==> config.mk <==
export PLATFORM = sky130hd
export DESIGN_NAME = llc_lookup_arb
export DESIGN_NICKNAME = d
export VERILOG_FILES = /design/src/rtl/llc_lookup_arb_pkg.sv /design/src/rtl/llc_lookup_rr_sel.sv /design/src/rtl/llc_lookup_arb.sv
export SDC_FILE = /design/constraint.sdc
export NUM_CORES = 1
export LEC_CHECK = 0
export ABC_AREA = 1
export ABC_CLOCK_PERIOD_IN_PS = 1590
export CORE_MARGIN = 8
export CORE_UTILIZATION = 35
export CTS_BUF_LIST = sky130_fd_sc_hd__clkbuf_8 sky130_fd_sc_hd__clkbuf_16
export CTS_CLUSTER_SIZE = 8
export DETAILED_ROUTE_END_ITERATION = 7
export GPL_TIMING_DRIVEN = 0
export PLACE_DENSITY = 0.78
export REMOVE_ABC_BUFFERS = 1
export SLEW_MARGIN = 15
export SYNTH_ARGS = -nofsm -noshare
export SYNTH_HDL_FRONTEND = slang
export SYNTH_SLANG_ARGS = --single-unit
==> constraint.sdc <==
create_clock -name clk -period 1.59 [get_ports clk]
set_clock_uncertainty 0.05 [all_clocks]
set_input_delay 0.318 -clock clk [delete_from_list [all_inputs] [get_ports clk]]
set_output_delay 0.318 -clock clk [all_outputs]
set_load 0.01 [all_outputs]
==> src/rtl/llc_lookup_arb_pkg.sv <==
// Shared LLC cache type definitions and the shared priority encoder used by
// the way-lookup arbiter and its winner selector.
package llc_lookup_arb_pkg;

   localparam int LLC_SET_W  = 7;
   localparam int LLC_TAG_W  = 20;
   localparam int LLC_WAY_W  = 3;
   // Widest request vector the shared priority encoder accepts.
   localparam int LLC_PENC_W = 8;

   typedef logic [LLC_SET_W-1:0] llc_set_t;
   typedef logic [LLC_TAG_W-1:0] llc_tag_t;
   typedef logic [LLC_WAY_W-1:0] llc_way_t;

   // Request captured at grant time and held for the whole transaction.
   typedef struct packed {
      llc_set_t set;
      llc_tag_t tag;
   } llc_lookup_req_t;

   // Index of the lowest set bit; 0 when the vector is empty.
   function automatic logic [2:0] llc_prio_enc(input logic [LLC_PENC_W-1:0] vec);
      logic [2:0] idx;
      idx = '0;
      for (int i = LLC_PENC_W - 1; i >= 0; i--) begin
         if (vec[i]) begin
            idx = 3'(i);
         end
      end
      return idx;
   endfunction

endpackage

==> src/rtl/llc_lookup_rr_sel.sv <==
// Winner selector: lowest-index request at or above the pointer, wrapping to the
// lowest-index request overall. A zero pointer gives plain fixed priority.
module llc_lookup_rr_sel
   import llc_lookup_arb_pkg::*;
#(
   parameter int NUM_REQ = 3,
   parameter int ID_W    = $clog2(NUM_REQ)
) (
   input  logic [NUM_REQ-1:0] req,
   input  logic [ID_W-1:0]    ptr,
   output logic               any,
   output logic [NUM_REQ-1:0] gnt,
   output logic [ID_W-1:0]    idx
);

   logic [NUM_REQ-1:0]    mask;
   logic [NUM_REQ-1:0]    req_hi;
   logic [LLC_PENC_W-1:0] pad;

   always_comb begin
      mask = '0;
      for (int i = 0; i < NUM_REQ; i++) begin
         mask[i] = (i >= int'(ptr));
      end
   end

   assign req_hi = req & mask;
   assign any    = |req;

   always_comb begin
      pad = '0;
      if (|req_hi) begin
         pad[NUM_REQ-1:0] = req_hi;
      end else begin
         pad[NUM_REQ-1:0] = req;
      end
      idx = ID_W'(llc_prio_enc(pad));
      gnt = '0;
      if (any) begin
         gnt[idx] = 1'b1;
      end
   end

endmodule

==> src/rtl/llc_lookup_arb.sv <==
// LLC way-lookup arbiter: grants one requester, reads its set, strobes the
// way-lookup unit once and holds the response until consumed.
// Define LLC_LOOKUP_RR_EN for round-robin arbitration (default: fixed priority).
module llc_lookup_arb
   import llc_lookup_arb_pkg::*;
#(
   parameter int NUM_REQ = 3,
   parameter int ID_W    = $clog2(NUM_REQ)
) (
   input  logic                      clk,
   input  logic                      rst,
   input  logic [NUM_REQ-1:0]        req_valid,
   output logic [NUM_REQ-1:0]        req_ready,
   input  llc_set_t [NUM_REQ-1:0]    req_set,
   input  llc_tag_t [NUM_REQ-1:0]    req_tag,
   output logic                      rd_en,
   output llc_set_t                  rd_set,
   input  logic                      rd_done,
   output logic                      lookup_en,
   output llc_tag_t                  lookup_tag,
   input  llc_way_t                  lookup_way,
   input  logic                      lookup_evict,
   output logic                      rsp_valid,
   input  logic                      rsp_ready,
   output logic [ID_W-1:0]           rsp_id,
   output llc_way_t                  rsp_way,
   output logic                      rsp_evict,
   output logic [1:0]                dbg_state
);

   // Handshake: req_ready is the grant and is only ever raised in IDLE for a
   // requester whose req_valid is high in that same cycle; rsp_valid stays high
   // until a cycle with rsp_ready high, which is the consume cycle.

   typedef enum logic [1:0] {
      IDLE   = 2'd0,
      READ   = 2'd1,
      LOOKUP = 2'd2,
      RESP   = 2'd3
   } state_t;

   state_t             state_q;
   state_t             state_d;
   llc_lookup_req_t    req_q;
   logic [ID_W-1:0]    id_q;
   logic [ID_W-1:0]    ptr;
   logic               win_any;
   logic [NUM_REQ-1:0] win_gnt;
   logic [ID_W-1:0]    win_idx;
   logic               grant;

   llc_lookup_rr_sel #(
      .NUM_REQ (NUM_REQ),
      .ID_W    (ID_W)
   ) u_sel (
      .req (req_valid),
      .ptr (ptr),
      .any (win_any),
      .gnt (win_gnt),
      .idx (win_idx)
   );

   // rst gates the grant combinationally so req_ready is low throughout reset.
   assign grant = (state_q == IDLE) && win_any && !rst;

`ifdef LLC_LOOKUP_RR_EN
   logic [ID_W-1:0] ptr_q;

   always_ff @(posedge clk or posedge rst) begin
      if (rst) begin
         ptr_q <= '0;
      end else if (grant) begin
         ptr_q <= (win_idx == ID_W'(NUM_REQ - 1)) ? '0 : win_idx + 1'b1;
      end
   end

   assign ptr = ptr_q;
`else
   assign ptr = '0;
`endif

   always_ff @(posedge clk or posedge rst) begin
      if (rst) begin
         state_q <= IDLE;
         req_q   <= '0;
         id_q    <= '0;
      end else begin
         state_q <= state_d;
         if (grant) begin
            req_q.set <= req_set[win_idx];
            req_q.tag <= req_tag[win_idx];
            id_q      <= win_idx;
         end
      end
   end

   // Outputs are decoded from the state so each strobe belongs to one state only.
   always_comb begin
      state_d    = state_q;
      req_ready  = '0;
      rd_en      = 1'b0;
      rd_set     = '0;
      lookup_en  = 1'b0;
      lookup_tag = '0;
      rsp_valid  = 1'b0;
      rsp_id     = '0;
      rsp_way    = '0;
      rsp_evict  = 1'b0;
      case (state_q)
         IDLE: begin
            if (grant) begin
               req_ready = win_gnt;
               state_d   = READ;
            end
         end
         READ: begin
            rd_en  = 1'b1;
            rd_set = req_q.set;
            if (rd_done) begin
               state_d = LOOKUP;
            end
         end
         LOOKUP: begin
            lookup_en  = 1'b1;
            lookup_tag = req_q.tag;
            state_d    = RESP;
         end
         RESP: begin
            // The lookup unit's result is flopped and lookup_en is low here,
            // so passing it straight through keeps the response stable.
            rsp_valid = 1'b1;
            rsp_id    = id_q;
            rsp_way   = lookup_way;
            rsp_evict = lookup_evict;
            if (rsp_ready) begin
               state_d = IDLE;
            end
         end
         default: begin
            state_d = IDLE;
         end
      endcase
   end

   assign dbg_state = state_q;

endmodule

==> results by stage <==
Power:
- The static power due to leakage is between 2 and 2.5 nW.
- The net switching fraction of the power is 0.407.
- The power share of the clock group is 0.113.
- Cell internal power was estimated by the tool at between 3 and 4 mW.
- Summed over all nets, the switching power comes to ~2.1 mW.
- The largest voltage drop on the vdd net is 1020 µV.
- Power comes to a little over 5 mW.
- Dividing total power by cell area gives a power density of approximately 1300 nW/µm².
- The combinational fraction of design power is 0.615.
- The relative contribution of sequential cells to total power is 0.272.

Run status:
- The flow ran to the end, but the final reports show violations.
- The checks that failed: setup timing.

Logic synthesis:
- The cell count after synthesis is about 350.
- Of the post-synthesis cell area, the dominant cell type holds 0.341.
- Synthesis inferred 31 register bits.
- For this run, the register share of the synthesized area comes to 0.341.
- The cell type contributing the most total cell area after synthesis is dfrtp_1.
- During synthesis, Yosys emitted a total of 0 warnings.
- By area the synthesized netlist is led by dfrtp_1 34%, nand2_1 21%, nand3_1 18%.
- The mean instance size in the synthesized netlist is around 6.5 µm².
- The post-synthesis cell area is 2270 µm².
- In this run, distinct cell masters in the synthesized netlist total 19.

STA:
- The final max-slew violation count is 0.
- Setup repair after global routing could not meet its margin everywhere.
- Dividing the final minimum period by the clock period gives 1.16.
- At the pin with the least slew margin, the transition time is ~0.68 ns.
- Measured against its own limit, the worst slew margin works out to 0.548.
- In the final timing run, aggregate negative setup slack is -7.86 ns.
- Setup violations remaining at the end of the flow were counted as 54.
- The maximum clock rate is between 500 and 600 MHz.
- Setup slack on the critical path of the routed design comes to -0.250 ns.
- The routed design could run at a clock period as short as between 1.5 and 2 ns.
- The final number of hold-violating endpoints is 0.

Floorplan:
- For this configuration, the core starts out at a cell density of 0.360.
- The floorplan step defined a core boundary enclosing between 6000 and 7000 µm².
- The site row count is 29.
- The die is 96.6 µm wide.
- Pin placement for this block handled 133 I/O pins.
- The vertical die dimension is 96.6 µm.
- The die covers about 9300 µm².

CTS:
- The number of hold buffers added after CTS is 0.
- The CTS sink count is 31.
- Clock tree synthesis inserted a total of 5 buffers.
- The clock transition at the register clock pins on the worst setup and hold paths after CTS is approximately 0.06 ns.
- The root cell of the clock tree is clkbuf_8.
- Clock latency on the worst-skew pair, taken at its later pin, is 0.28 ns.
- In this run the deepest clock path goes through 2 buffers.
- TritonCTS built the clock tree.
- The count of H-tree levels built during CTS is 2.

GRT:
- The initial antenna violation count is 0.
- Entering global routing, the biggest net connects 55 pins.
- The overflow left after global routing is 0.
- The first global-routing pass estimated 13400 µm of wire.
- The number of global-route vias before repair was 2744.
- The global-route usage over all layers is 0.186.

Layout:
- At the end of the flow the core is filled with cells to 0.643.
- The final-stage net count is approximately 590.
- The area growth from synthesis to final layout is 78.6%.
- Of the cells placed in the final design, the portion with a size suffix greater than 1 is 0.260.
- The final design instance area without fill is around 4000 µm².
- The number of filler cells placed in the layout is 565.
- The number of antenna repair diodes is 0.

Place:
- Detailed placement finished with a half-perimeter wire length of 5630 µm.
- The weighted congestion reported at the end of routability-driven placement is around 0.74.
- The post-placement worst setup slack is -1.87 ns.
- Once placement finished, the instance area stood at about 3500 µm².
- During placement, the flow inserted port buffers numbering ~130.

Worst setup path:
- The critical path launch point type is a primary input.
- STA puts the critical path data required time at between 1 and 1.5 ns.
- The peak fanout along the critical path is 5.
- Data arrives at the worst endpoint at ~1.5 ns.
- The worst setup path is captured at an output pin.
- The type of the worst setup path is primary input to output pin.

Job:
- The tool flagged a number of max-cap violations equal to 0.

Routing:
- The detail route stage leaves a number of antenna-violating nets equal to 0.
- The routed design has roughly 9100 µm of wire.
- For this block, the via count after detailed routing is 2737.
- The length of the first detailed-routing pass in iterations is 5.
- After detailed routing, the average wire length per cell comes to 15.9 µm.
- The via-per-instance ratio is about 4.8.
- The iteration-0 DRC count of the detailed router is roughly 130.
- After detailed routing, the number of remaining DRC violations is 0.

Worst hold path:
- The class of the tightest hold or removal check is register to register.
[power groups by stage]
stage          Sequential (mW)  Combinational (mW)  Clock [mW]
2_1_floorplan             1.34                1.13           0
3_3_place_gp              1.37                2.19           0
3_5_place_dp              1.38                2.25           0
4_1_cts                   1.38                2.78       0.595
5_1_grt                   1.46                3.50       0.638
6_report                  1.41                3.20       0.586
[cell type report]
class,instances,area (µm²),area share
Clock buffer,5,68.8,0.0169
Inverter,48,224,0.0551
Timing Repair inverter,3,33.8,0.00832
Sequential cell,31,778,0.192
Tap cell,77,96.3,0.0237
Multi-Input combinational cell,252,1330,0.327
Timing Repair Buffer,155,1520,0.374
Clock inverter,3,12.5,0.00308
[cells in the final DEF (no fill, tap or decap)]
cell type          n
inv_12             1
dlygate4sd2_1      1
or2_2              5
clkinv_8           1
nand2_4            5
dfrtp_2            2
clkbuf_8           5
nand2_1          113
inv_4              2
buf_12             2
inv_1             32
clkdlybuf4s50_1   89
nand2_8            2
nor2_2             2
buf_2             13
nor2_1             1
o21ai_0            3
buf_8              1
nor2_4             3
nand3_1           80
buf_6             36
dfrtp_1           29
buf_4             11
inv_6              2
clkbuf_2           2
nand2_2           14
inv_2             14
clkinv_2           1
bufinv_16          1
ha_4               4
or2_0             20
[through the flow]
| stage | std cells | hold WS, ns |
|---|---|---|
| after global placement | 539 | 0.412 |
| after CTS | 569 | 0.433 |
| final | 574 | 0.433 |
| after floorplan | 330 | 0.372 |
| after detailed placement | 539 | 0.416 |
| after global routing | 574 | 0.452 |
[path summary, 6_finish.rpt]
kind / start / endpoint / slack [ns] / cells after the start
min in group asynchronous: rst / id_q[1] / 0.50 / 2
max in group asynchronous: rst / dbg_state[1] / 0.52 / 2
worst max-delay path: req_valid[2] / req_ready[1] / -0.25 / 6
worst min register to register: req_q[8] / req_q[8] / 0.43 / 2
worst max register to register: dbg_state[1] / dbg_state[0] / -0.05 / 11
worst min-delay path: req_q[8] / req_q[8] / 0.43 / 2
[registers in the layout (all words and copies together), names as in the netlist]
signal,flops
req_q,27
dbg_state,2
id_q,2
[worst max-delay path: stages]
cell             delay (ns)
clkdlybuf4s50_1        0.58
inv_1                  0.08
nand2_2                0.14
nand2_4                0.11
nor2_2                 0.11
buf_2                  0.14
[layer usage]
metal	global-route usage	vias up	part of all wire
met3	0.0518	8	0.071
met2	0.334	94	0.53
met5	0	-	0
li1	-	1371	-
met1	0.208	1264	0.39
met4	0.0567	0	0.0099
[repair_timing]
action / in CTS / in global routing
setup buffers: 19 / 8
gates resized for setup: 218 / 63
pin swaps: 4 / 10
endpoints found under the hold margin: 0 / 0
setup endpoints to repair: 72 / 71
cloned: 3 / 1
[synth_stat cells (all sizes together)]
| master | n |
|---|---|
| nand3 | 80 |
| dfrtp | 31 |
| nor2 | 6 |
| clkbuf | 4 |
| inv | 48 |
| o21ai | 3 |
| ha | 4 |
| buf | 17 |
| or2 | 25 |
| nand2 | 133 |
[logic make-up after synthesis]
kind of cell	count (synthesis)	share of synthesized area
simple gates	244	0.485
buf+inv	69	0.145
compound gates	3	0.00660
fa+ha+maj	4	0.0220
flops	31	0.341
No activity file was read; power rests on OpenSTA's default activity.
